$ cat src/rtl/timer_array_pkg.sv
// Shared definitions for the multi-channel timer: CONFIG/STATUS bit positions,
// per-channel word offsets and the packed CONFIG layout.
package timer_array_pkg;

  localparam int CFG_EN       = 0;
  localparam int CFG_ONESHOT  = 1;
  localparam int CFG_EXT      = 2;
  localparam int CFG_OVIE     = 3;
  localparam int CFG_CMPIE    = 4;
  localparam int CFG_PSEL_LSB = 5;

  localparam int STAT_OVF  = 0;
  localparam int STAT_CMPF = 1;

  localparam logic [1:0] CFG_STAT = 2'd0;
  localparam logic [1:0] CNT      = 2'd1;
  localparam logic [1:0] RLD      = 2'd2;
  localparam logic [1:0] CMP      = 2'd3;

  typedef struct packed {
    logic [2:0] psel;
    logic       cmpie;
    logic       ovie;
    logic       ext;
    logic       oneshot;
    logic       en;
  } timer_cfg_t;

endpackage

$ cat src/rtl/timer_channel.sv
// One timer channel: registers, external-event synchroniser, count/flag logic
// and per-lane combinational read data.
module timer_channel
  import timer_array_pkg::*;
#(
  parameter int PRESCALE_BITS = 7
) (
  input  logic                     clk,
  input  logic                     reset,
  input  logic [PRESCALE_BITS-1:0] prescale,
  input  logic                     ext_in,
  input  logic                     wr_en_even,
  input  logic [1:0]               wr_off_even,
  input  logic [7:0]               wr_data_even,
  input  logic                     wr_en_odd,
  input  logic [1:0]               wr_off_odd,
  input  logic [7:0]               wr_data_odd,
  input  logic [1:0]               rd_off_even,
  input  logic [1:0]               rd_off_odd,
  output logic [7:0]               rd_data_even,
  output logic [7:0]               rd_data_odd,
  output logic [1:0]               irq
);

  timer_cfg_t cfg_q, cfg_d;
  logic [15:0] cnt_q, cnt_d, rld_q, rld_d, cmp_q, cmp_d;
  logic ovf_q, ovf_d, cmpf_q, cmpf_d;
  logic sync1, sync2, in_dly, rise;
  logic [2:0] psel_eff;
  logic [PRESCALE_BITS-1:0] ps_mask;
  logic tick, cnt_wr, count_ev;
  logic [7:0] stat;

  always_ff @(posedge clk or posedge reset) begin
    if (reset) begin
      sync1  <= 1'b0;
      sync2  <= 1'b0;
      in_dly <= 1'b0;
    end else begin
      sync1  <= ext_in;
      sync2  <= sync1;
      in_dly <= sync2;
    end
  end

  assign rise = sync2 & ~in_dly;

  // A tick fires when the low PSEL prescaler bits are all ones (always for PSEL 0).
  always_comb begin
    psel_eff = (32'(cfg_q.psel) > PRESCALE_BITS) ? 3'(PRESCALE_BITS) : cfg_q.psel;
    ps_mask  = '0;
    for (int i = 0; i < PRESCALE_BITS; i++) ps_mask[i] = (i < int'(psel_eff));
    tick = &(prescale | ~ps_mask);
  end

  always_comb begin
    cfg_d  = cfg_q;
    cnt_d  = cnt_q;
    rld_d  = rld_q;
    cmp_d  = cmp_q;
    ovf_d  = ovf_q;
    cmpf_d = cmpf_q;
    cnt_wr   = (wr_en_even && wr_off_even == CNT) || (wr_en_odd && wr_off_odd == CNT);
    count_ev = cfg_q.en && (cfg_q.ext ? rise : tick) && !cnt_wr;

    // Clears are applied first so that a same-cycle flag set overrides them.
    if (wr_en_odd && wr_off_odd == CFG_STAT) begin
      if (wr_data_odd[STAT_OVF])  ovf_d  = 1'b0;
      if (wr_data_odd[STAT_CMPF]) cmpf_d = 1'b0;
    end

    if (count_ev) begin
      if (cnt_q == 16'hFFFF) begin
        cnt_d = rld_q;
        ovf_d = 1'b1;
        if (cfg_q.oneshot) cfg_d.en = 1'b0;
      end else begin
        cnt_d = cnt_q + 16'd1;
      end
      if (cnt_d == cmp_q) cmpf_d = 1'b1;
    end

    if (wr_en_even) begin
      case (wr_off_even)
        CFG_STAT: cfg_d = timer_cfg_t'(wr_data_even);
        CNT:      cnt_d[7:0] = wr_data_even;
        RLD:      rld_d[7:0] = wr_data_even;
        CMP:      cmp_d[7:0] = wr_data_even;
      endcase
    end
    if (wr_en_odd) begin
      case (wr_off_odd)
        CNT:     cnt_d[15:8] = wr_data_odd;
        RLD:     rld_d[15:8] = wr_data_odd;
        CMP:     cmp_d[15:8] = wr_data_odd;
        default: ;
      endcase
    end
  end

  always_ff @(posedge clk or posedge reset) begin
    if (reset) begin
      cfg_q  <= '0;
      cnt_q  <= '0;
      rld_q  <= '0;
      cmp_q  <= 16'hFFFF;
      ovf_q  <= 1'b0;
      cmpf_q <= 1'b0;
      irq    <= '0;
    end else begin
      cfg_q  <= cfg_d;
      cnt_q  <= cnt_d;
      rld_q  <= rld_d;
      cmp_q  <= cmp_d;
      ovf_q  <= ovf_d;
      cmpf_q <= cmpf_d;
      irq    <= {cmpf_q & cfg_q.cmpie, ovf_q & cfg_q.ovie};
    end
  end

  always_comb begin
    stat            = '0;
    stat[STAT_OVF]  = ovf_q;
    stat[STAT_CMPF] = cmpf_q;
    rd_data_even    = '0;
    rd_data_odd     = '0;
    case (rd_off_even)
      CFG_STAT: rd_data_even = cfg_q;
      CNT:      rd_data_even = cnt_q[7:0];
      RLD:      rd_data_even = rld_q[7:0];
      CMP:      rd_data_even = cmp_q[7:0];
    endcase
    case (rd_off_odd)
      CFG_STAT: rd_data_odd = stat;
      CNT:      rd_data_odd = cnt_q[15:8];
      RLD:      rd_data_odd = rld_q[15:8];
      CMP:      rd_data_odd = cmp_q[15:8];
    endcase
  end

endmodule

$ cat src/rtl/timer_array.sv
// Multi-channel 16-bit timer on the even/odd byte-lane register buses:
// shared prescaler, address decode, registered read mux and hit flags.
module timer_array
  import timer_array_pkg::*;
#(
  parameter int          NUM_CH        = 4,
  parameter logic [15:0] ADDRBASE      = 16'h0040,
  parameter int          PRESCALE_BITS = 7
) (
  input  logic                  clk,
  input  logic                  reset,
  input  logic [14:0]           read_addr_even,
  output logic [7:0]            read_data_even,
  output logic                  read_hit_even,
  input  logic [14:0]           write_addr_even,
  input  logic [7:0]            write_data_even,
  input  logic                  write_en_even,
  input  logic [14:0]           read_addr_odd,
  output logic [7:0]            read_data_odd,
  output logic                  read_hit_odd,
  input  logic [14:0]           write_addr_odd,
  input  logic [7:0]            write_data_odd,
  input  logic                  write_en_odd,
  input  logic [NUM_CH-1:0]     in,
  output logic [2*NUM_CH-1:0]   irq
);

  localparam logic [14:0] BASE_W = ADDRBASE[15:1];
  localparam logic [14:0] SPAN   = 15'(4 * NUM_CH);

  typedef struct packed {
    logic       hit;
    logic [2:0] ch;
    logic [1:0] off;
  } dec_t;

  function automatic dec_t decode(input logic [14:0] a);
    logic [14:0] rel;
    dec_t d;
    rel   = a - BASE_W;
    d.hit = (a >= BASE_W) && (rel < SPAN);
    d.ch  = rel[4:2];
    d.off = rel[1:0];
    return d;
  endfunction

  dec_t rd_e, rd_o, wr_e, wr_o;
  logic [PRESCALE_BITS-1:0] prescale;
  logic [7:0] ch_rd_even [NUM_CH];
  logic [7:0] ch_rd_odd  [NUM_CH];
  logic [7:0] rd_mux_even, rd_mux_odd;

  always_comb begin
    rd_e = decode(read_addr_even);
    rd_o = decode(read_addr_odd);
    wr_e = decode(write_addr_even);
    wr_o = decode(write_addr_odd);
  end

  always_ff @(posedge clk or posedge reset) begin
    if (reset) prescale <= '0;
    else       prescale <= prescale + 1'b1;
  end

  for (genvar c = 0; c < NUM_CH; c++) begin : g_ch
    timer_channel #(.PRESCALE_BITS(PRESCALE_BITS)) u_ch (
      .clk          (clk),
      .reset        (reset),
      .prescale     (prescale),
      .ext_in       (in[c]),
      .wr_en_even   (write_en_even && wr_e.hit && wr_e.ch == 3'(c)),
      .wr_off_even  (wr_e.off),
      .wr_data_even (write_data_even),
      .wr_en_odd    (write_en_odd && wr_o.hit && wr_o.ch == 3'(c)),
      .wr_off_odd   (wr_o.off),
      .wr_data_odd  (write_data_odd),
      .rd_off_even  (rd_e.off),
      .rd_off_odd   (rd_o.off),
      .rd_data_even (ch_rd_even[c]),
      .rd_data_odd  (ch_rd_odd[c]),
      .irq          (irq[2*c +: 2])
    );
  end

  always_comb begin
    rd_mux_even = '0;
    rd_mux_odd  = '0;
    for (int c = 0; c < NUM_CH; c++) begin
      if (rd_e.ch == 3'(c)) rd_mux_even = ch_rd_even[c];
      if (rd_o.ch == 3'(c)) rd_mux_odd  = ch_rd_odd[c];
    end
  end

  // A write to the address being read in the same cycle is forwarded to the reader.
  always_ff @(posedge clk or posedge reset) begin
    if (reset) begin
      read_hit_even  <= 1'b0;
      read_hit_odd   <= 1'b0;
      read_data_even <= '0;
      read_data_odd  <= '0;
    end else begin
      read_hit_even <= rd_e.hit;
      read_hit_odd  <= rd_o.hit;
      if (!rd_e.hit)
        read_data_even <= '0;
      else if (write_en_even && write_addr_even == read_addr_even)
        read_data_even <= write_data_even;
      else
        read_data_even <= rd_mux_even;
      if (!rd_o.hit)
        read_data_odd <= '0;
      else if (write_en_odd && write_addr_odd == read_addr_odd)
        read_data_odd <= write_data_odd;
      else
        read_data_odd <= rd_mux_odd;
    end
  end

endmodule

$ cat config.mk
export PLATFORM = sky130hd
export DESIGN_NAME = timer_array
export DESIGN_NICKNAME = d
export VERILOG_FILES = /design/src/rtl/timer_array_pkg.sv /design/src/rtl/timer_channel.sv /design/src/rtl/timer_array.sv
export SDC_FILE = /design/constraint.sdc
export NUM_CORES = 1
export LEC_CHECK = 0
export CAP_MARGIN = 20
export CORE_MARGIN = 1
export CORE_UTILIZATION = 65
export DETAILED_ROUTE_END_ITERATION = 8
export GPL_TIMING_DRIVEN = 0
export PLACE_DENSITY = 0.86
export SLEW_MARGIN = 15
export SYNTH_ARGS = -nofsm -noshare
export SYNTH_HDL_FRONTEND = slang
export SYNTH_SLANG_ARGS = --single-unit
$ cat constraint.sdc
create_clock -name clk -period 22.9 [get_ports clk]
set_input_delay 3.435 -clock clk [delete_from_list [all_inputs] [get_ports clk]]
set_output_delay 3.435 -clock clk [all_outputs]
set_load 0.005 [all_outputs]
# --- Word-level counts from Yosys, hierarchy flattened ---
# Cells that the tools add are included.
word_totals:
  ff_bits: 277
  inputBits: 84
  output_inout_bits: 26
  word_cells: 356
op_classes:
  n_addsub: 9
  magnitude_cmp: 36
  eq_ne: 34
  muxes: 104
  bitwise_logic: 24
  n_reduce_logical: 76
op_table:
  columns: ["op", "count"]
  rows:
  - ["case mux 8 bit (4 select lines)", 8]
  - ["2-to-1 mux 8 bit", 28]
  - ["2-to-1 mux 16 bit", 12]
  - ["adder 16 x 1 -> 16 bit, second input constant", 4]
  - ["equality test 16 bit", 4]
  - ["equality test 16 bit, second input constant", 4]
  - ["greater-or-equal comparator 15 x 6 -> 1 bit, second input constant", 4]
  - ["less-than comparator 15 x 5 -> 1 bit, second input constant", 4]
  - ["subtractor 15 x 6 -> 15 bit, second input constant", 4]
  - ["2-to-1 mux 1 bit", 56]
  - ["AND reduction 2 bit", 20]
  - ["logical AND 1 bit", 36]
  - ["less-than comparator 3 bit, first input constant", 12]
  - ["equality test 15 bit", 2]
  - ["inverter 7 bit", 4]
  - ["OR 7 bit", 4]
  - ["AND reduction 7 bit", 4]
  - ["equality test 3 x 2 -> 1 bit, second input constant", 8]
  - ["less-than comparator 1 x 3 -> 1 bit, first input constant", 8]
  - ["less-than comparator 2 x 3 -> 1 bit, first input constant", 8]
  - ["equality test 2 bit, second input constant", 8]
  - ["AND 1 bit", 12]
  - ["equality test 3 x 1 -> 1 bit, second input constant", 4]
  - ["logical NOT 3 bit", 4]
  - ["6 further kinds", 21]

# --- Logic depth before layout (Yosys ltp) ---
# Gate-level depths: netlist of run 1.
depth:
  depth_word: 13
  depth_mapped: 11
  ltp_nobuf: 9

# --- Cells and area by module ---
# Synthesis of run 1 repeated with hierarchy kept, for this count alone.
unflattened:
  hier_cells: 1741
  hier_area_um2: 18177.4
by_module_without_submodules:
  columns: ["module", "instances", "cells_per_inst", "area_per_inst_um2", "seq_area_each_um2"]
  rows:
  - ["timer_channel", 4, 390, 4035.1, 1596.5]
  - ["timer_array", 1, 181, 2037.0, 625.6]

# --- Least setup slack after synthesis of run 1 ---
# No wires, ideal clock.
synth_path:
  path_type: "input -> register"
  from: "in read_addr_even[0]"
  to: "reg read_data_even[3]"
  setup_ns: 0.129
  arrival_time_ns: 5.479
  required_time_ns: 22.771
  slack_ns: 17.292
  stages: 6
  path_cell_list: "clkbuf_1 buf_1 mux4_1 mux4_2 a22oi_1 nor2_1"
synth_via:
  elab_chain_cells: 9
  elab_cells_between_ends: 24
  classes_between: "1 x add/sub; 2 x order compare; 7 x eq/ne; 10 x mux; 4 x reduce/logical"
synth_lines:
  columns: ["element", "line_no", "rtl"]
  rows:
  - ["start: declaration", "timer_array.sv:12", "input logic [14:0] read_addr_even,"]
  - ["subtractor 15 x 6 -> 15 bit", "timer_array.sv:40", "rel = a - BASE_W;"]
  - ["equality test 2 bit, or another cell as far along", "timer_channel.sv:127", "case (rd_off_even)"]
  - ["case mux 8 bit (4 select lines)", "timer_channel.sv:127", null]
  - ["2-to-1 mux 8 bit (4 in a row)", "timer_array.sv:89", "if (rd_e.ch == 3'(c)) rd_mux_even = ch_rd_even[c];"]
  - ["2-to-1 mux 8 bit", "timer_array.sv:106", "else if (write_en_even && write_addr_even == read_addr_even)"]
  - ["2-to-1 mux 8 bit *", "timer_array.sv:104", "if (!rd_e.hit)"]
  - ["end signal: assignment", "timer_array.sv:107", "read_data_even <= write_data_even;"]
  - ["end signal: assignment", "timer_array.sv:109", "read_data_even <= rd_mux_even;"]
  - ["end: declaration", "timer_array.sv:13", "output logic [7:0] read_data_even,"]
# Mark *: on every way between the ends. The rest lies on a longest branch, timed or not.
# A chain may end at the register's enable or synchronous reset.

# --- Worst setup path after layout of run 1 ---
layout_path:
  from: "in write_addr_odd[14]"
  to: "reg g_ch[2].u_ch.cnt_q[2]"
layout_via:
  elab_chain_cells: 12
  elab_cells_between_ends: 13
  classes_between: "1 x add/sub; 2 x order compare; 3 x mux; 7 x reduce/logical"
layout_lines:
  columns: ["element", "line_no", "rtl"]
  rows:
  - ["start: declaration", "timer_array.sv:21", "input logic [14:0] write_addr_odd,"]
  - ["subtractor 15 x 6 -> 15 bit", "timer_array.sv:40", null]
  - ["less-than comparator 15 x 5 -> 1 bit", "timer_array.sv:41", "d.hit = (a >= BASE_W) && (rel < SPAN);"]
  - ["logical AND 1 bit *", "timer_array.sv:41", null]
  - ["logical AND 1 bit * (2 in a row)", "timer_array.sv:74", ".wr_en_odd (write_en_odd && wr_o.hit && wr_o.ch == 3'(c)),"]
  - ["logical AND 1 bit *", "timer_channel.sv:63", "cnt_wr = (wr_en_even && wr_off_even == CNT) || (wr_en_odd && wr_off_odd == CNT);"]
  - ["logical OR 1 bit *", "timer_channel.sv:63", null]
  - ["logical NOT 1 bit *", "timer_channel.sv:64", "count_ev = cfg_q.en && (cfg_q.ext ? rise : tick) && !cnt_wr;"]
  - ["logical AND 1 bit *", "timer_channel.sv:64", null]
  - ["2-to-1 mux 16 bit *", "timer_channel.sv:72", "if (count_ev) begin"]
  - ["2-to-1 mux 8 bit", "timer_channel.sv:84", "case (wr_off_even)"]
  - ["2-to-1 mux 8 bit *", "timer_channel.sv:83", "if (wr_en_even) begin"]
  - ["named net g_ch[2].u_ch.cnt_d[2]", "timer_channel.sv:26", "logic [15:0] cnt_q, cnt_d, rld_q, rld_d, cmp_q, cmp_d;"]
  - ["end signal: assignment", "timer_channel.sv:112", "cnt_q <= cnt_d;"]
  - ["end: declaration", "timer_channel.sv:26", null]
# The timed path passes the listed nets; every way through them passes the cells marked *.

==> out/metrics.yaml, run 1 <==
clock_network:
  clk_pin_slew_ns: 0.06
  clk_latency_ns: 0.57
  numCtsBuffers: 30
  holdBufCountCts: 0
  cts-root-buf: "clkbuf_16"
  cts_setup_buffers: 0
  htree_levels: 1
  numClockSinks: 277
  cts_tree: "done"
  ctsLongestPathBuffers: 3
  cts_resized: 0
sta:
  max_slew_margin: 0.306
  period_share: 0.274
  rsz0062_at_grt: "false"
  max_freq_mhz: 159
  hold_violations: 0
  worst_pin_slew_ns: 1.04
  fin_skew_ns: 0.0211
  finalSetupViolCount: 0
  finalSetupTns_ns: 0
  period_needed_ns: 6.27
  drv_slew: 0
synthesis:
  synth_seq_cells: 277
  synth_flop_cell: "dfrtp_1"
  netlist_area_um2: 17000
  yosys_warnings: 0
  avgSynthCellArea_um2: 10.2
  synth_nets: 1762
  synth_edf_count: 0
  synthCells: 1673
  ys_async_sr_fraction: 1.00
  synth_top_family_by_area: "multiplexers"
  synth_xor_area_frac: 0.0632
  synth_area_leaders: "dfrtp_1, mux2_2, dfstp_2, mux4_2, xnor2_1"
  synth_top_cell_area_share: 0.313
  ys_types: 80
  synth_compound_area_frac: 0.117
  synth_fa_ha_area_frac: 0.00367
  yosysSeqAreaShare: 0.412
  synthMuxAreaShare: 0.210
  yosys.area_share.simple: 0.162
  synth_top_area_cell: "dfrtp_1"
global_routing:
  grt_pass1_vias: 14700
  grtUsageTotal: 0.420
  grt_start_max_net_pins: 108
  grt_pass1_wl_um: 84200
  antenna_found_initial: 1
  overflow: 0
routing:
  vias: 15000
  vias_per_cell: 6.92
  first_iter_violations: 1802
  postRouteAntennaNets: 0
  wl_per_cell_um: 25.5
  first_pass_iters: 5
  drt-total-wl_um: 55100
  drc: 0
min_path:
  min_path_type: "reg -> reg"
outcome:
  status: "complete, no violations"
final_layout:
  nFillCells: 1690
  nNetsFinal: 1899
  drive_gt1_frac: 0.215
  final_util: 0.766
  synthToLayoutAreaGrowth_pct: 14.5
  layout_common_cells: "dfrtp_1, mux2_2, nand2_1"
  layout_commonest_cell: "dfrtp_1"
  antenna_cells: 0
power_and_ir_drop:
  pwr-share-seq: 0.473
  power_frac_comb: 0.070
  swShare: 0.239
  p_leak_nw: 8.11
  max-vdd-ir-drop_mv: 0.0696
  power_density_nw_per_um2: 53.5
  internal_power_w: 0.000794
  clkPwrFrac: 0.457
  p_sw_w: 0.000249
die:
  die_area_um2: 26900
  initial_core_util: 0.669
  core_um2: 25500
  fp.dieW_um: 164
  design.portCount: 110
  die_y_um: 164
  num_rows: 58
setup_path:
  r2r_slack_ns: 19.53
  worstSetupPathType: "in -> reg"
  end_kind: "register"
  startpoint_type: "input port"
  timing.rr.end: "g_ch[2].u_ch.cmpf_q"
  cpMostUsedCell: "buf_2"
  crit_slowest_cell: "nor4bb_1"
  r2r-start: "g_ch[2].u_ch.cnt_q[0]"
  critPathMaxFanout: 10
  arrival_ns: 6.70
  cp-startpoint: "write_addr_odd[14]"
  reg2reg_depth: 10
  critPathRequiredTime_ns: 23.33
  critical_path.endpoint: "g_ch[2].u_ch.cnt_q[2]"
  slowest_delay_ns: 0.60
  cp_cell_sequence: "clkdlybuf4s50_1 -> nor4bb_1 -> and4b_1 -> and3_1 -> buf_2 -> nand4b_1 -> buf_2 -> nor2_1 -> mux2i_1 -> o21ai_0"
placement:
  io_buffers: 102
  gp_congestion: 1.00
  hpwl_um: 40800
flow_run:
  max_cap_viol_count: 0
cell usage after synthesis, types with 38 or more instances:
master / n
a21oi_1: 86
xor2_1: 38
dfrtp_1: 213
dfstp_2: 64
xnor2_1: 83
nand4_1: 39
mux4_2: 49
nand2_1: 160
mux2i_1: 44
mux2_2: 175
clkbuf_1: 65
nand3_1: 50
nor2_1: 125
o21ai_0: 101
final cells by class:
cell class | count | area [um^2] | area share
Inverter | 26 | 105 | 0.00539
Sequential cell | 277 | 7010 | 0.360
Clock inverter | 11 | 91.3 | 0.00468
Tap cell | 330 | 413 | 0.0212
Clock buffer | 45 | 877 | 0.0450
Timing Repair Buffer | 105 | 1080 | 0.0554
Multi-Input combinational cell | 1265 | 9470 | 0.486
Buffer | 105 | 449 | 0.0230
flip-flops by register name (all words and copies together) (netlist names):
signal	cells
prescale	7
g_ch.u_ch.irq	8
read_data_even	8
g_ch.u_ch.in_dly	4
g_ch.u_ch.cfg_q	20
g_ch.u_ch.sync1	4
g_ch.u_ch.cmp_q	64
read_hit_even	1
read_hit_odd	1
g_ch.u_ch.cmpf_q	4
g_ch.u_ch.psel_eff	12
read_data_odd	8
g_ch.u_ch.ovf_q	4
g_ch.u_ch.cnt_q	64
g_ch.u_ch.sync2	4
g_ch.u_ch.rld_q	64
logic make-up after synthesis:
logic type      count (synthesis)
simple gates                  542
flops                         277
compound gates                325
buf+inv                       131
xor+xnor                      122
fa+ha+maj                       5
mux                           271
worst max-delay path: cells and delay by family:
| family | cells | cell delay [ns] |
|---|---|---|
| buffers and inverters | 3 | 1.13 |
| AOI/OAI and AO/OA | 1 | 0.12 |
| muxes | 1 | 0.20 |
| and+or+nand+nor | 5 | 1.81 |
metal layers:
layer | wire length [um] | share of wire | vias to the layer above | GRT usage
met5 | 13 | 0.00024 | - | 0
met4 | 3150 | 0.057 | 2 | 0.202
met3 | 5580 | 0.10 | 216 | 0.0899
met2 | 25500 | 0.46 | 941 | 0.670
met1 | 20900 | 0.38 | 7401 | 0.547
li1 | - | - | 6415 | -
metrics by stage:
stage / instances / power [W] / setup WS, ns / hold slack, ns / area [um^2]
final: 2164 / 0.00104 / 16.63 / 0.350 / 19500
after global routing: 2164 / 0.00107 / 16.55 / 0.366 / 19500
after CTS: 2163 / 0.00104 / 16.76 / 0.350 / 19500
after detailed placement: 2107 / 0.000573 / 16.23 / 0.337 / 18500
after global placement: 2105 / 0.000570 / 8.69 / 0.333 / 18500
after floorplan: 1673 / 0.000537 / 11.93 / 0.331 / 17000
power by group through the flow:
stage                     combinational, W  sequential (W)  clock, W
after floorplan                  0.0000357        0.000501         0
after global placement           0.0000684        0.000501         0
after detailed placement         0.0000712        0.000501         0
after CTS                        0.0000716        0.000493  0.000479
after global routing             0.0000778        0.000493  0.000500
final                            0.0000731        0.000493  0.000477
worst min path at each step:
| stage | slack (ns) | depth (start not counted) | endpoint | startpoint |
|---|---|---|---|---|
| 6_report | 0.35 | 0 | g_ch[1].u_ch.sync2 | g_ch[1].u_ch.sync1 |
| 5_1_grt | 0.37 | 0 | g_ch[3].u_ch.sync2 | g_ch[3].u_ch.sync1 |
| 4_1_cts | 0.35 | 0 | g_ch[1].u_ch.sync2 | g_ch[1].u_ch.sync1 |
| 3_5_place_dp | 0.34 | 0 | g_ch[1].u_ch.sync2 | g_ch[1].u_ch.sync1 |
| 3_3_place_gp | 0.33 | 0 | g_ch[0].u_ch.sync2 | g_ch[0].u_ch.sync1 |
| 2_1_floorplan | 0.33 | 0 | g_ch[0].u_ch.sync2 | g_ch[0].u_ch.sync1 |
Note: power is estimated with default switching activity, not from simulation.
==> run 2, diff against run 1 <==
--- a/config.mk
+++ b/config.mk
@@ -7,10 +7,10 @@
 export LEC_CHECK = 0
 export CAP_MARGIN = 20
 export CORE_MARGIN = 1
-export CORE_UTILIZATION = 65
+export CORE_UTILIZATION = 60
 export DETAILED_ROUTE_END_ITERATION = 8
 export GPL_TIMING_DRIVEN = 0
-export PLACE_DENSITY = 0.86
+export PLACE_DENSITY = 0.81
 export SLEW_MARGIN = 15
 export SYNTH_ARGS = -nofsm -noshare
 export SYNTH_HDL_FRONTEND = slang
==> constraint.sdc (replaced) <==
create_clock -name clk -period 6.35 [get_ports clk]
set_input_delay 0.9525 -clock clk [delete_from_list [all_inputs] [get_ports clk]]
set_output_delay 0.9525 -clock clk [all_outputs]
set_load 0.005 [all_outputs]
==> out/metrics.yaml, run 2 (synthesis results as in run 1) <==
outcome:
  status: "complete, no violations"
clock_network:
  cts_tree: "done"
  clk_latency_ns: 0.53
  numCtsBuffers: 34
  htree_levels: 2
  cts_setup_buffers: 0
  ctsLongestPathBuffers: 3
  cts-root-buf: "clkbuf_16"
  clk_pin_slew_ns: 0.06
  holdBufCountCts: 0
  numClockSinks: 277
  cts_resized: 0
final_layout:
  layout_commonest_cell: "dfrtp_1"
  nFillCells: 2113
  layout_common_cells: "dfrtp_1, mux2_2, nand2_1"
  fin_cells: 2224
  synthToLayoutAreaGrowth_pct: 16.8
  multi_input_area_um2: 9470
  regArea_um2: 7010
  drive_gt1_frac: 0.220
  reg.largest.list: "g_ch.u_ch.cmp_q (64), g_ch.u_ch.cnt_q (64), g_ch.u_ch.rld_q (64)"
  nNetsFinal: 1908
sta:
  max_slew_margin: 0.266
  drv_slew: 0
  rsz0062_at_grt: "false"
  max_freq_mhz: 260
  worst_pin_slew_ns: 1.09
  hold_slack_ns: 0.346
  hold_violations: 0
  period_share: 0.606
  finalSetupViolCount: 0
  period_needed_ns: 3.85
  fin_skew_ns: 0.0211
routing:
  postRouteAntennaNets: 0
  wl_per_cell_um: 24.4
  drc: 0
  vias_per_cell: 6.60
  first_pass_iters: 6
  vias: 14700
  drt-total-wl_um: 54400
  first_iter_violations: 1762
power_and_ir_drop:
  max-vdd-ir-drop_mv: 0.217
  p_leak_nw: 8.25
  power_density_nw_per_um2: 205
die:
  die_area_um2: 29100
  initial_core_util: 0.611
  die_y_um: 170
  num_rows: 61
  fp.dieW_um: 170
  design.portCount: 110
  core_um2: 27900
setup_path:
  critPathRequiredTime_ns: 6.76
  end_kind: "register"
  arrival_ns: 4.26
  cpMostUsedCell: "nor2_1"
  worstSetupPathType: "in -> reg"
  crit_slowest_cell: "or4_1"
  startpoint_type: "input port"
  path_delay_family: "simple AND/OR/NAND/NOR gates"
  path_buf_inv: 1
  cp_cell_sequence: "clkdlybuf4s50_1 -> or4_1 -> nor2_1 -> nand3_1 -> nand4_1 -> nor2_1 -> a31oi_1 -> a21oi_1 -> mux2_2"
  critPathMaxFanout: 8
  slowest_delay_ns: 0.57
placement:
  hpwl_um: 41100
  place_inst: 2161
  gp_congestion: 0.970
  io_buffers: 102
global_routing:
  antenna_found_initial: 1
  grt_pass1_wl_um: 83000
  overflow: 0
  grtUsageTotal: 0.382
  grt_pass1_vias: 14400
  grt_start_max_net_pins: 37
flow_run:
  max_cap_viol_count: 0
min_path:
  min_path_type: "reg -> reg"
==> run 2: cell count changes in the layout (fill, tap and decap cells not counted), sizes merged <==
cell      delta
clkbuf       +7
buf          +5
clkinv       -4
bufinv       +2
clkinvlp     +1
diode        +1
==> run 2: metal layers <==
layer / track usage / part of all wire / wire, um
met1: 0.496 / 0.39 / 21200
met2: 0.617 / 0.47 / 25700
met3: 0.0921 / 0.098 / 5320
met4: 0.154 / 0.040 / 2170
met5: 0 / 0 / 0
==> run 2: layout make-up <==
class	count	share of cell area
inverters	26	0.00510
diodes	1	0.000126
flip-flops and latches	277	0.353
repair buffers	110	0.0598
clock buffers	52	0.0523
well taps	378	0.0238
plain buffers	105	0.0226
clock inverters	10	0.00761
multi-input cells	1265	0.476
==> run 2: worst paths after layout <==
kind,cells after the start,slack [ns],start,endpoint
setup / recovery,9,2.50,write_addr_odd[10],g_ch[0].u_ch.cnt_q[10]
hold / removal,0,0.35,g_ch[1].u_ch.sync1,g_ch[1].u_ch.sync2
setup reg to reg,9,3.00,g_ch[0].u_ch.cnt_q[1],g_ch[0].u_ch.cmpf_q
hold reg to reg,0,0.35,g_ch[1].u_ch.sync1,g_ch[1].u_ch.sync2
max in group asynchronous,6,4.08,reset,g_ch[2].u_ch.cmp_q[3]
min in group asynchronous,2,0.92,reset,g_ch[1].u_ch.sync1
==> run 2: stage by stage <==
step / utilization / power [W] / cell area, um^2 / setup WS [ns] / TNS, ns
3_3_place_gp: 0.665 / 0.00206 / 18500 / -0.153 / -25.66
6_report: 0.714 / 0.00409 / 19900 / 2.50 / 0
2_1_floorplan: - / 0.00194 / 17000 / 1.78 / 0
5_1_grt: 0.714 / 0.00419 / 19900 / 2.44 / 0
3_5_place_dp: 0.671 / 0.00207 / 18700 / 2.10 / 0
4_1_cts: 0.714 / 0.00410 / 19900 / 2.65 / 0
==> run 2: where the power goes <==
| group | internal (W) | total [W] | switching [W] |
|---|---|---|---|
| Clock | 0.00126 | 0.00204 | 0.000778 |
| Combinational | 0.000107 | 0.000271 | 0.000165 |
| Sequential | 0.00177 | 0.00178 | 0.00000415 |
| Total | 0.00314 | 0.00409 | 0.000947 |
==> run 2: worst reg2reg max path: stages (launching register included) <==
cell and delay [ns]:
dfrtp_1 0.47, ha_1 0.35, nand3_1 0.17, nor3_2 0.50, nand2_2 0.25, clkbuf_1 0.34, a31oi_1 0.32, nand4_1 0.16
or4_1 0.48, o31ai_1 0.22
